===== config.mk =====
export PLATFORM = sky130hd
export DESIGN_NAME = ddr_ctrl_rd
export DESIGN_NICKNAME = d
export VERILOG_FILES = /design/src/rtl/ddr_params_pkg.sv /design/src/rtl/ddr_ctrl_rd.sv
export SDC_FILE = /design/constraint.sdc
export NUM_CORES = 1
export LEC_CHECK = 0
export CAP_MARGIN = 20
export CORE_UTILIZATION = 45
export DETAILED_ROUTE_END_ITERATION = 12
export PLACE_DENSITY = 0.72
export SLEW_MARGIN = 0
export SYNTH_ARGS = -nofsm -noshare
export SYNTH_HDL_FRONTEND = slang
export SYNTH_SLANG_ARGS = --single-unit

===== constraint.sdc =====
create_clock -name sys_clk -period 3.5 [get_ports sys_clk]
set_clock_uncertainty 0.15 [all_clocks]
set_input_delay 1.05 -clock sys_clk [delete_from_list [all_inputs] [get_ports sys_clk]]
set_output_delay 1.05 -clock sys_clk [all_outputs]
set_load 0.03 [all_outputs]

===== src/rtl/ddr_params_pkg.sv =====
// ddr_params_pkg: SDRAM geometry, command encodings and read-engine states
// shared by the init, refresh, write and read engines.
package ddr_params_pkg;

    localparam int DATA_WIDTH = 16;
    localparam int ADDR_WIDTH = 13;
    localparam int BA_WIDTH   = 2;

    // {CS_N, RAS_N, CAS_N, WE_N}
    localparam logic [3:0] CMD_NOP   = 4'b0111;
    localparam logic [3:0] CMD_ACT   = 4'b0011;
    localparam logic [3:0] CMD_READ  = 4'b0101;
    localparam logic [3:0] CMD_WRITE = 4'b0100;
    localparam logic [3:0] CMD_BR_T  = 4'b0110;
    localparam logic [3:0] CMD_PRE   = 4'b0010;

    localparam logic [BA_WIDTH-1:0]   BA_IDLE      = '1;
    localparam logic [ADDR_WIDTH-1:0] ADDR_IDLE    = '1;
    localparam logic [ADDR_WIDTH-1:0] ADDR_PRE_ALL = 13'h0400;

    typedef enum logic [2:0] {
        RD_IDLE,
        RD_ACTIVE,
        RD_TRCD,
        RD_READ,
        RD_DATA,
        RD_PRE,
        RD_TRP,
        RD_END
    } rd_state_e;

endpackage


===== src/rtl/ddr_ctrl_rd.sv =====
// ddr_ctrl_rd: SDRAM read engine; ACT/READ/BR_T/PRE sequencing with
// CAS-latency-aligned data capture and per-word ack.
module ddr_ctrl_rd
    import ddr_params_pkg::*;
#(
    parameter int TRCD_CLK = 2,
    parameter int TRP_CLK  = 2,
    parameter int CAS_LAT  = 3
) (
    input  logic                  sys_clk,
    input  logic                  sys_rst_n,
    input  logic                  init_end_i,
    input  logic                  rd_en_i,
    input  logic [23:0]           rd_addr_i,
    input  logic [9:0]            rd_burst_len_i,
    input  logic [DATA_WIDTH-1:0] rd_sdram_data_i,
    output logic                  rd_ack_o,
    output logic                  rd_end_o,
    output logic [DATA_WIDTH-1:0] rd_data_o,
    output logic [3:0]            rd_cmd_o,
    output logic [BA_WIDTH-1:0]   rd_ba_o,
    output logic [ADDR_WIDTH-1:0] rd_addr_o
);

    rd_state_e             state_q, state_d;
    logic [9:0]            cnt_q, cnt_d;
    logic [9:0]            len_q, len_d;
    logic [23:0]           addr_q, addr_d;
    logic [CAS_LAT-1:0]    vld_q, vld_d;
    logic                  ack_q, ack_d;
    logic                  end_q, end_d;
    logic [DATA_WIDTH-1:0] data_q, data_d;
    logic [3:0]            cmd_q, cmd_d;
    logic [BA_WIDTH-1:0]   ba_q, ba_d;
    logic [ADDR_WIDTH-1:0] sa_q, sa_d;
    logic                  accept;

    always_comb begin
        state_d = state_q;
        case (state_q)
            RD_IDLE:   state_d = (rd_en_i && init_end_i) ? RD_ACTIVE : RD_IDLE;
            RD_ACTIVE: state_d = RD_TRCD;
            RD_TRCD:   state_d = (cnt_q == 10'(TRCD_CLK - 1)) ? RD_READ : RD_TRCD;
            RD_READ:   state_d = RD_DATA;
            // stay until the last word has passed the CAS pipeline
            RD_DATA:   state_d = (cnt_q == len_q + 10'(CAS_LAT - 1)) ? RD_PRE : RD_DATA;
            RD_PRE:    state_d = RD_TRP;
            RD_TRP:    state_d = (cnt_q == 10'(TRP_CLK - 1)) ? RD_END : RD_TRP;
            RD_END:    state_d = RD_IDLE;
            default:   state_d = RD_IDLE;
        endcase
        accept = (state_q == RD_IDLE) && (state_d == RD_ACTIVE);
        cnt_d  = (state_d != state_q || state_q == RD_IDLE) ? '0 : cnt_q + 10'd1;
        addr_d = accept ? rd_addr_i : addr_q;
        len_d  = accept ? ((rd_burst_len_i == '0) ? 10'd1 : rd_burst_len_i) : len_q;
    end

    always_comb begin
        cmd_d = CMD_NOP;
        ba_d  = BA_IDLE;
        sa_d  = ADDR_IDLE;
        case (state_q)
            RD_ACTIVE: begin
                cmd_d = CMD_ACT;
                ba_d  = addr_q[23:22];
                sa_d  = addr_q[21:9];
            end
            RD_READ: begin
                cmd_d = CMD_READ;
                ba_d  = addr_q[23:22];
                sa_d  = {4'b0, addr_q[8:0]};
            end
            RD_DATA:   cmd_d = (cnt_q == len_q - 10'd1) ? CMD_BR_T : CMD_NOP;
            RD_PRE: begin
                cmd_d = CMD_PRE;
                ba_d  = addr_q[23:22];
                sa_d  = ADDR_PRE_ALL;
            end
            default:   cmd_d = CMD_NOP;
        endcase
        // burst-valid flag delayed by CAS_LAT, then one more stage alongside the data capture
        vld_d  = {vld_q[CAS_LAT-2:0], (state_q == RD_DATA) && (cnt_q < len_q)};
        ack_d  = vld_q[CAS_LAT-1];
        data_d = ack_d ? rd_sdram_data_i : '0;
        end_d  = (state_q == RD_END);
    end

    always_ff @(posedge sys_clk or negedge sys_rst_n) begin
        if (!sys_rst_n) begin
            state_q <= RD_IDLE;
            cnt_q   <= '0;
            len_q   <= '0;
            addr_q  <= '0;
            vld_q   <= '0;
            ack_q   <= 1'b0;
            end_q   <= 1'b0;
            data_q  <= '0;
            cmd_q   <= CMD_NOP;
            ba_q    <= BA_IDLE;
            sa_q    <= ADDR_IDLE;
        end else begin
            state_q <= state_d;
            cnt_q   <= cnt_d;
            len_q   <= len_d;
            addr_q  <= addr_d;
            vld_q   <= vld_d;
            ack_q   <= ack_d;
            end_q   <= end_d;
            data_q  <= data_d;
            cmd_q   <= cmd_d;
            ba_q    <= ba_d;
            sa_q    <= sa_d;
        end
    end

    assign rd_ack_o  = ack_q;
    assign rd_end_o  = end_q;
    assign rd_data_o = data_q;
    assign rd_cmd_o  = cmd_q;
    assign rd_ba_o   = ba_q;
    assign rd_addr_o = sa_q;

endmodule

---- Word level (Yosys, flattened, before mapping) ----
Cells that the tools add are included.
word-level totals
  input port bits ......................... 54
  output and inout bits ................... 37
  flip-flop bits (word level) ............. 87
  logic and storage cells ................. 46
cells by class
  muxes and demuxes ....................... 12
  reduce and logical (&&, ||, !) cells .... 7
  add/subtract/negate cells ............... 3
  equal/unequal tests ..................... 12
  $lt $le $gt $ge ......................... 1
operator list
  cell                                                 count
  case mux 13 bit (3 select lines)                     1
  case mux 3 bit (8 select lines)                      1
  == test 10 bit                                       2
  two-way mux 10 bit                                   2
  two-way mux 16 bit                                   1
  == test 3 bit (second input constant)                4
  case mux 3 bit (4 select lines)                      1
  adder 10 x 1 -> 10 bit (second input constant)       1
  adder 10 x 2 -> 10 bit (second input constant)       1
  == test 10 x 1 -> 1 bit (second input constant)      1
  zero test 10 bit                                     1
  < comparator 10 bit                                  1
  subtractor 10 x 1 -> 10 bit (second input constant)  1
  == test 3 x 1 -> 1 bit (second input constant)       2
  == test 3 x 2 -> 1 bit (second input constant)       2
  two-way mux 1 bit                                    5
  logical AND 1 bit                                    3
  zero test 3 bit                                      1
  != test 3 bit                                        1
  OR reduction 3 bit                                   1
  two-way mux 2 bit                                    1
  logical OR 1 bit                                     1

---- Logic depth before layout (Yosys ltp) ----
Gate-level depths: netlist of run 1.
  word-level depth ........................ 7
  depth in mapped cells ................... 8
  depth with buffers taken out ............ 8

---- Worst setup path after synthesis of run 1 ----
No wires, ideal clock.
  kind .................................... register to register
  start ................................... register len_q[2]
  end ..................................... register cnt_q[2]
  cell stages (with the launch flop) ...... 9
  buffers on the path ..................... 1
  period minus slack after synthesis ...... 2.550 ns
  setup time .............................. 0.135 ns
  setup slack ............................. 0.950 ns
  data arrival time ....................... 2.265 ns
  data required time ...................... 3.215 ns
  cells stage by stage .................... dfrtp_1 -> ha_1 -> buf_4 -> xor3_1 -> or4_1 -> o311ai_1 -> o2111ai_2 -> o31ai_4 -> nor2_1
on the way
  longest elaborated chain between the ends .. 7
ends and longest elaborated chain
  item                             RTL line            RTL
  start: declaration               ddr_ctrl_rd.sv:27   logic [9:0] len_q, len_d;
  start signal: assignment         ddr_ctrl_rd.sv:104  len_q <= len_d;
  adder 10 x 2 -> 10 bit           ddr_ctrl_rd.sv:46   RD_DATA: state_d = (cnt_q == len_q + 10'(CAS_LAT - 1)) ? RD_PRE : RD_DATA;
  == test 10 bit                   ddr_ctrl_rd.sv:46
  two-way mux 1 bit                ddr_ctrl_rd.sv:46
  case mux 3 bit (8 select lines)  ddr_ctrl_rd.sv:40   case (state_q)
  != test 3 bit                    ddr_ctrl_rd.sv:53   cnt_d = (state_d != state_q || state_q == RD_IDLE) ? '0 : cnt_q + 10'd1;
  logical OR 1 bit                 ddr_ctrl_rd.sv:53
  two-way mux 10 bit               ddr_ctrl_rd.sv:53
  named net cnt_d[2]               ddr_ctrl_rd.sv:26   logic [9:0] cnt_q, cnt_d;
  end signal: assignment           ddr_ctrl_rd.sv:103  cnt_q <= cnt_d;
  end: declaration                 ddr_ctrl_rd.sv:26
The timed path passes the listed nets, and every way through them passes these cells.
A chain may end at the register's enable or synchronous reset.

---- Final worst setup path of run 1 ----
  start ................................... register len_q[2]
  end ..................................... register cnt_q[6]
Same word-level chain as after synthesis.

==> flow_summary.toml, run 1 <==
[global_route]
grt_max_degree = 85
first_global_vias = 3006
antenna_found_initial = 0
grt_pass1_wl_um = 14900
grt_overflow = 0
track_usage = 0.198

[synthesis]
ys_seq_area_frac = 0.524
yosys_register_bits = 86
synth_edf_count = 0
syn-num-nets = 441
syn_area_um2 = 4150
synth.distinct_cells = 52
ys_warn_count = 0
synth_cells = 372
ys.flop_type = "dfrtp_1"
syn_area_per_cell_um2 = 11.2
async_flop_share = 1.00

[routing]
drc = 10
drt_first_pass_iters = 8
ant_nets = 0
num_vias = 3092
vias_per_cell = 5.40
post_drt_wl_per_cell_um = 16.1
finalWirelength_um = 9230
drtIter0Drc = 100

[critical_path]
critPathMaxStageDelay_ps = 530
crit_family = "compound AO/OA/AOI/OAI gates"
r2r_start = "len_q[2]"
path_max_fanout = 10
start_kind = "flip-flop"
crit_end = "cnt_q[6]"
critPathRequiredTime_ps = 3580
reg2reg_slack_ps = 710
crit_chain = "ha_1 > xor3_1 > or4_1 > o311ai_1 > o2111ai_2 > o31ai_4 > nor2_1"
rr_endpoint = "cnt_q[6]"
endpoint_kind = "flip-flop"
crit_start = "len_q[2]"
path_buf_inv = 0
cp.arrival_ps = 2870
critPathSlowestCell = "o31ai_4"
critPathKind = "reg -> reg"
reg2reg_depth = 7
worst-path-stages = 7

[sta]
period_share = 0.799
rsz0062_at_grt = "no"
holdWs_ps = 201
period_minus_slack_ps = 2790
hold_viol_final = 0
relSlewSlack = 0.565
setup_tns_ps = 0
slew_viol_final = 0
setup_violations = 0
setup_slack_ps = 705
worst_pin_slew_ps = 636
fmax_ghz = 0.358

[finish]
syn2layout_area_growth_pct = 28.2
finish.utilization = 0.605
diodes = 0
final_cell_mix = "clkdlybuf4s50_1, dfrtp_1, nand2_1, o21ai_0, mux2_2"
nNetsFinal = 529
fillerInstances = 742
drive_gt1_frac = 0.172
final_common_cell = "clkdlybuf4s50_1"

[place]
io_buffers = 89
hpwl_um = 6410
dpl_worst_slack_ps = 682
gp_congestion = 0.908

[floorplan]
die-area_um2 = 9610
fp.dieH_um = 98.1
die_x_um = 98.1
start_util = 0.471
rows = 34
pin_count = 91
coreArea_um2 = 8810

[cts]
cts.htree.levels = 3
post_cts_buffers = 0
numCtsBuffers = 9
clk_path_buf_depth = 2
worstSkewPairLatency_ps = 360
cts.sinks = 86
post_cts_resized = 0
path_clk_slew_ps = 90
ctsHoldBuffers = 0
tritoncts = "built"
clockRootBuffer = "clkbuf_8"

[worst_hold_path]
hold_path_class = "reg -> reg"

[job]
cap_violations = 0

[pwr]
powerDensity_nw_per_um2 = 828
p_leak_nw = 2.24
ir_worst_vdd_uv = 344
power_mw = 4.41

[outcome]
status = "complete, but fails checks"
failed_checks = "design-rule violations"
==> where the power goes <==
part           switching [mW]  total, mW  internal, mW  leakage [nW]
clock                   0.368      0.721         0.353        0.0993
combinational            1.09       1.98         0.886          1.08
sequential              0.280       1.71          1.43          1.06
==> stage by stage <==
stage | std cells | instance area (um2)
floorplan | 372 | 4150
global placement | 556 | 5090
finish | 573 | 5320
CTS | 572 | 5300
detailed placement | 556 | 5090
global route | 573 | 5320
==> how the worst min path moves through the flow <==
stage	to	cells past startpoint	start	slack [ps]
finish	vld_q[2]	0	vld_q[1]	200
global route	vld_q[1]	0	vld_q[0]	210
CTS	vld_q[1]	0	vld_q[0]	200
detailed placement	vld_q[1]	0	vld_q[0]	190
global placement	vld_q[1]	0	vld_q[0]	180
floorplan	vld_q[1]	0	vld_q[0]	180
==> final cells by class <==
cell class | count | area, um2 | area share
Sequential cell | 86 | 2170 | 0.408
Clock buffer | 10 | 138 | 0.0259
Inverter | 14 | 52.6 | 0.00987
Clock inverter | 6 | 67.6 | 0.0127
Timing Repair Buffer | 97 | 968 | 0.182
Multi-Input combinational cell | 252 | 1790 | 0.336
Tap cell | 108 | 135 | 0.0254
==> Yosys cell counts (all sizes together), types with 3 or more instances <==
cell	number	share of area
clkbuf	16	0.027
nand3b	3	0.0054
a21o	3	0.0054
nand4	3	0.0045
mux2	24	0.065
nor3	6	0.0072
nand3	19	0.023
and2	17	0.026
o21ai	26	0.031
a21oi	6	0.0099
xor2	10	0.021
nand2b	5	0.0075
nor2	18	0.016
nand2	34	0.031
a211oi	3	0.0054
dfrtp	68	0.41
and3	5	0.0075
ha	15	0.045
xnor2	11	0.023
or3	3	0.0045
dfstp	18	0.11
nor4	5	0.0075
inv	14	0.013
or4	3	0.0054
buf	4	0.0081
or2	3	0.0045
==> cell families (layout without fill, tap and decap cells) <==
kind of cell	after synthesis	count (layout)	share of synthesized area
adders and majority gates	15	15	0.0452
AOI/OAI and AO/OA	55	55	0.0904
other	1	1	0.000903
DFF	86	86	0.524
buffers and inverters	34	127	0.0473
xor gates and xnor gates	23	23	0.0558
muxes	26	26	0.0699
and+or+nand+nor	132	132	0.167
==> flip-flops by register name, summed over array words and instances (netlist names) <==
signal and flops:
addr_q 24, cnt_q 10, len_q 10, rd_ack_o 1
rd_addr_o 13, rd_ba_o 2, rd_cmd_o 3, rd_data_o 16
rd_end_o 1, state_q 3, vld_q 3
==> layer usage <==
| layer | part of all wire | wire length (um) | global-route usage | up-vias |
|---|---|---|---|---|
| met5 | 0 | 0 | 0 | - |
| met4 | 0.014 | 133 | 0.0758 | 0 |
| met3 | 0.055 | 509 | 0.0379 | 11 |
| met2 | 0.50 | 4600 | 0.335 | 94 |
| met1 | 0.43 | 3990 | 0.251 | 1523 |
| li1 | - | - | - | 1464 |
Note: power is estimated with default switching activity, not from simulation.
==> run 2: changes to the inputs <==
- clock period: 3.5 -> 2.6 ns (I/O delays scaled with it)
==> flow_summary.toml, run 2 (synthesis gave the netlist of run 1 again) <==
[sta]
relSlewSlack = 0.654
period_share = 0.971
setup_tns_ps = 0
period_minus_slack_ps = 2520
fmax_ghz = 0.396
slew_viol_final = 0
hold_viol_final = 0
rsz0062_at_grt = "no"
worst_pin_slew_ps = 515
setup_violations = 0
setup_slack_ps = 75.2

[cts]
path_clk_slew_ps = 100
clockRootBuffer = "clkbuf_8"
numCtsBuffers = 9
tritoncts = "built"
clk_path_buf_depth = 2
cts.htree.levels = 3
worstSkewPairLatency_ps = 360
cts.sinks = 86

[critical_path]
start_kind = "flip-flop"
reg2reg_slack_ps = 80
r2r_start = "len_q[2]"
critPathKind = "reg -> reg"
reg2reg_depth = 9
endpoint_kind = "flip-flop"
rr_endpoint = "cnt_q[7]"
cp.arrival_ps = 2620
path_max_fanout = 10
critPathRequiredTime_ps = 2690

[routing]
num_vias = 3205
finalWirelength_um = 9970
post_drt_wl_per_cell_um = 16.8
drtIter0Drc = 218
drt_first_pass_iters = 9
drc = 10
ant_nets = 0
vias_per_cell = 5.40

[global_route]
antenna_found_initial = 0
grt_overflow = 0
grt_max_degree = 37
first_global_vias = 3101
grt_pass1_wl_um = 16100
track_usage = 0.218

[place]
io_buffers = 89
place_inst = 577
gp_congestion = 0.907
hpwl_um = 7390
dpl_worst_slack_ps = 77.9

[floorplan]
fp.dieH_um = 98.1
start_util = 0.471
pin_count = 91
die-area_um2 = 9610
die_x_um = 98.1
rows = 34
coreArea_um2 = 8810

[finish]
drive_gt1_frac = 0.210
multi_input_area_um2 = 1800
final_cell_mix = "clkdlybuf4s50_1, dfrtp_1, nand2_1, o21ai_0, buf_4"
final_cells = 593
syn2layout_area_growth_pct = 32.0
final_common_cell = "clkdlybuf4s50_1"
nNetsFinal = 549
regMostFlops = "addr_q"
largest_reg_flops = 24
regArea_um2 = 2180
diodes = 0
fillerInstances = 713

[job]
cap_violations = 0

[worst_hold_path]
hold_path_class = "in -> async"

[pwr]
ir_worst_vdd_uv = 555
powerDensity_nw_per_um2 = 1110
p_leak_nw = 2.33

[outcome]
failed_checks = "design-rule violations"
status = "complete, but fails checks"
## run 2: changes by cell type in the layout (fill, tap and decap cells not counted), sizes merged
cell / delta
buf: +20
bufinv: -1
clkbuf: -1
clkinvlp: +1
inv: +1
## run 2: final cells by class
type	instances	area share
Multi-Input combinational cell	252	0.328
Timing Repair Buffer	117	0.208
Tap cell	108	0.0247
Clock inverter	7	0.0103
Clock buffer	9	0.0226
Sequential cell	86	0.397
Inverter	14	0.00959
## run 2: worst max-delay path by stage
stage	start	to	slack, ps	depth (start not counted)
after floorplan	len_q[2]	cnt_q[2]	50	8
final	len_q[2]	cnt_q[7]	80	9
after detailed placement	len_q[2]	cnt_q[2]	80	8
after global routing	len_q[2]	cnt_q[6]	20	8
after CTS	len_q[2]	cnt_q[3]	60	8
after global placement	len_q[2]	cnt_q[4]	80	8
## run 2: routing by layer
| layer | vias to the layer above | routed length, um | GRT usage |
|---|---|---|---|
| met5 | - | 0 | 0 |
| met2 | 125 | 4670 | 0.343 |
| li1 | 1498 | - | - |
| met3 | 27 | 646 | 0.0551 |
| met4 | 0 | 340 | 0.108 |
| met1 | 1555 | 4310 | 0.282 |
## run 2: what timing repair did
item,in CTS,in global routing
hold buffers,0,0
setup endpoints to repair,0,11
buffers inserted,0,0
gates resized for setup,0,4
## run 2: per-stage QoR
step	total power, mW	cell area (um2)	util	hold slack (ps)
global placement	5.10	5290	0.600	185
finish	6.06	5480	0.622	182
global route	6.44	5480	0.622	190
CTS	6.06	5470	0.621	185
detailed placement	5.18	5290	0.600	189
floorplan	4.13	4150	-	181
## run 2: critical path: stages, from the launching register on
cell and delay, ps:
dfrtp_2 460, ha_1 230, buf_4 170, xor3_1 340, or3_1 320, a21oi_1 240, a21oi_4 60, o31ai_4 220
buf_6 160, nor2_1 50
## run 2: power breakdown
| part | total [mW] | switching, mW | internal (mW) |
|---|---|---|---|
| Combinational | 2.97 | 1.62 | 1.36 |
| Clock | 0.875 | 0.516 | 0.359 |
| Sequential | 2.21 | 0.282 | 1.93 |
| Total | 6.06 | 2.42 | 3.64 |
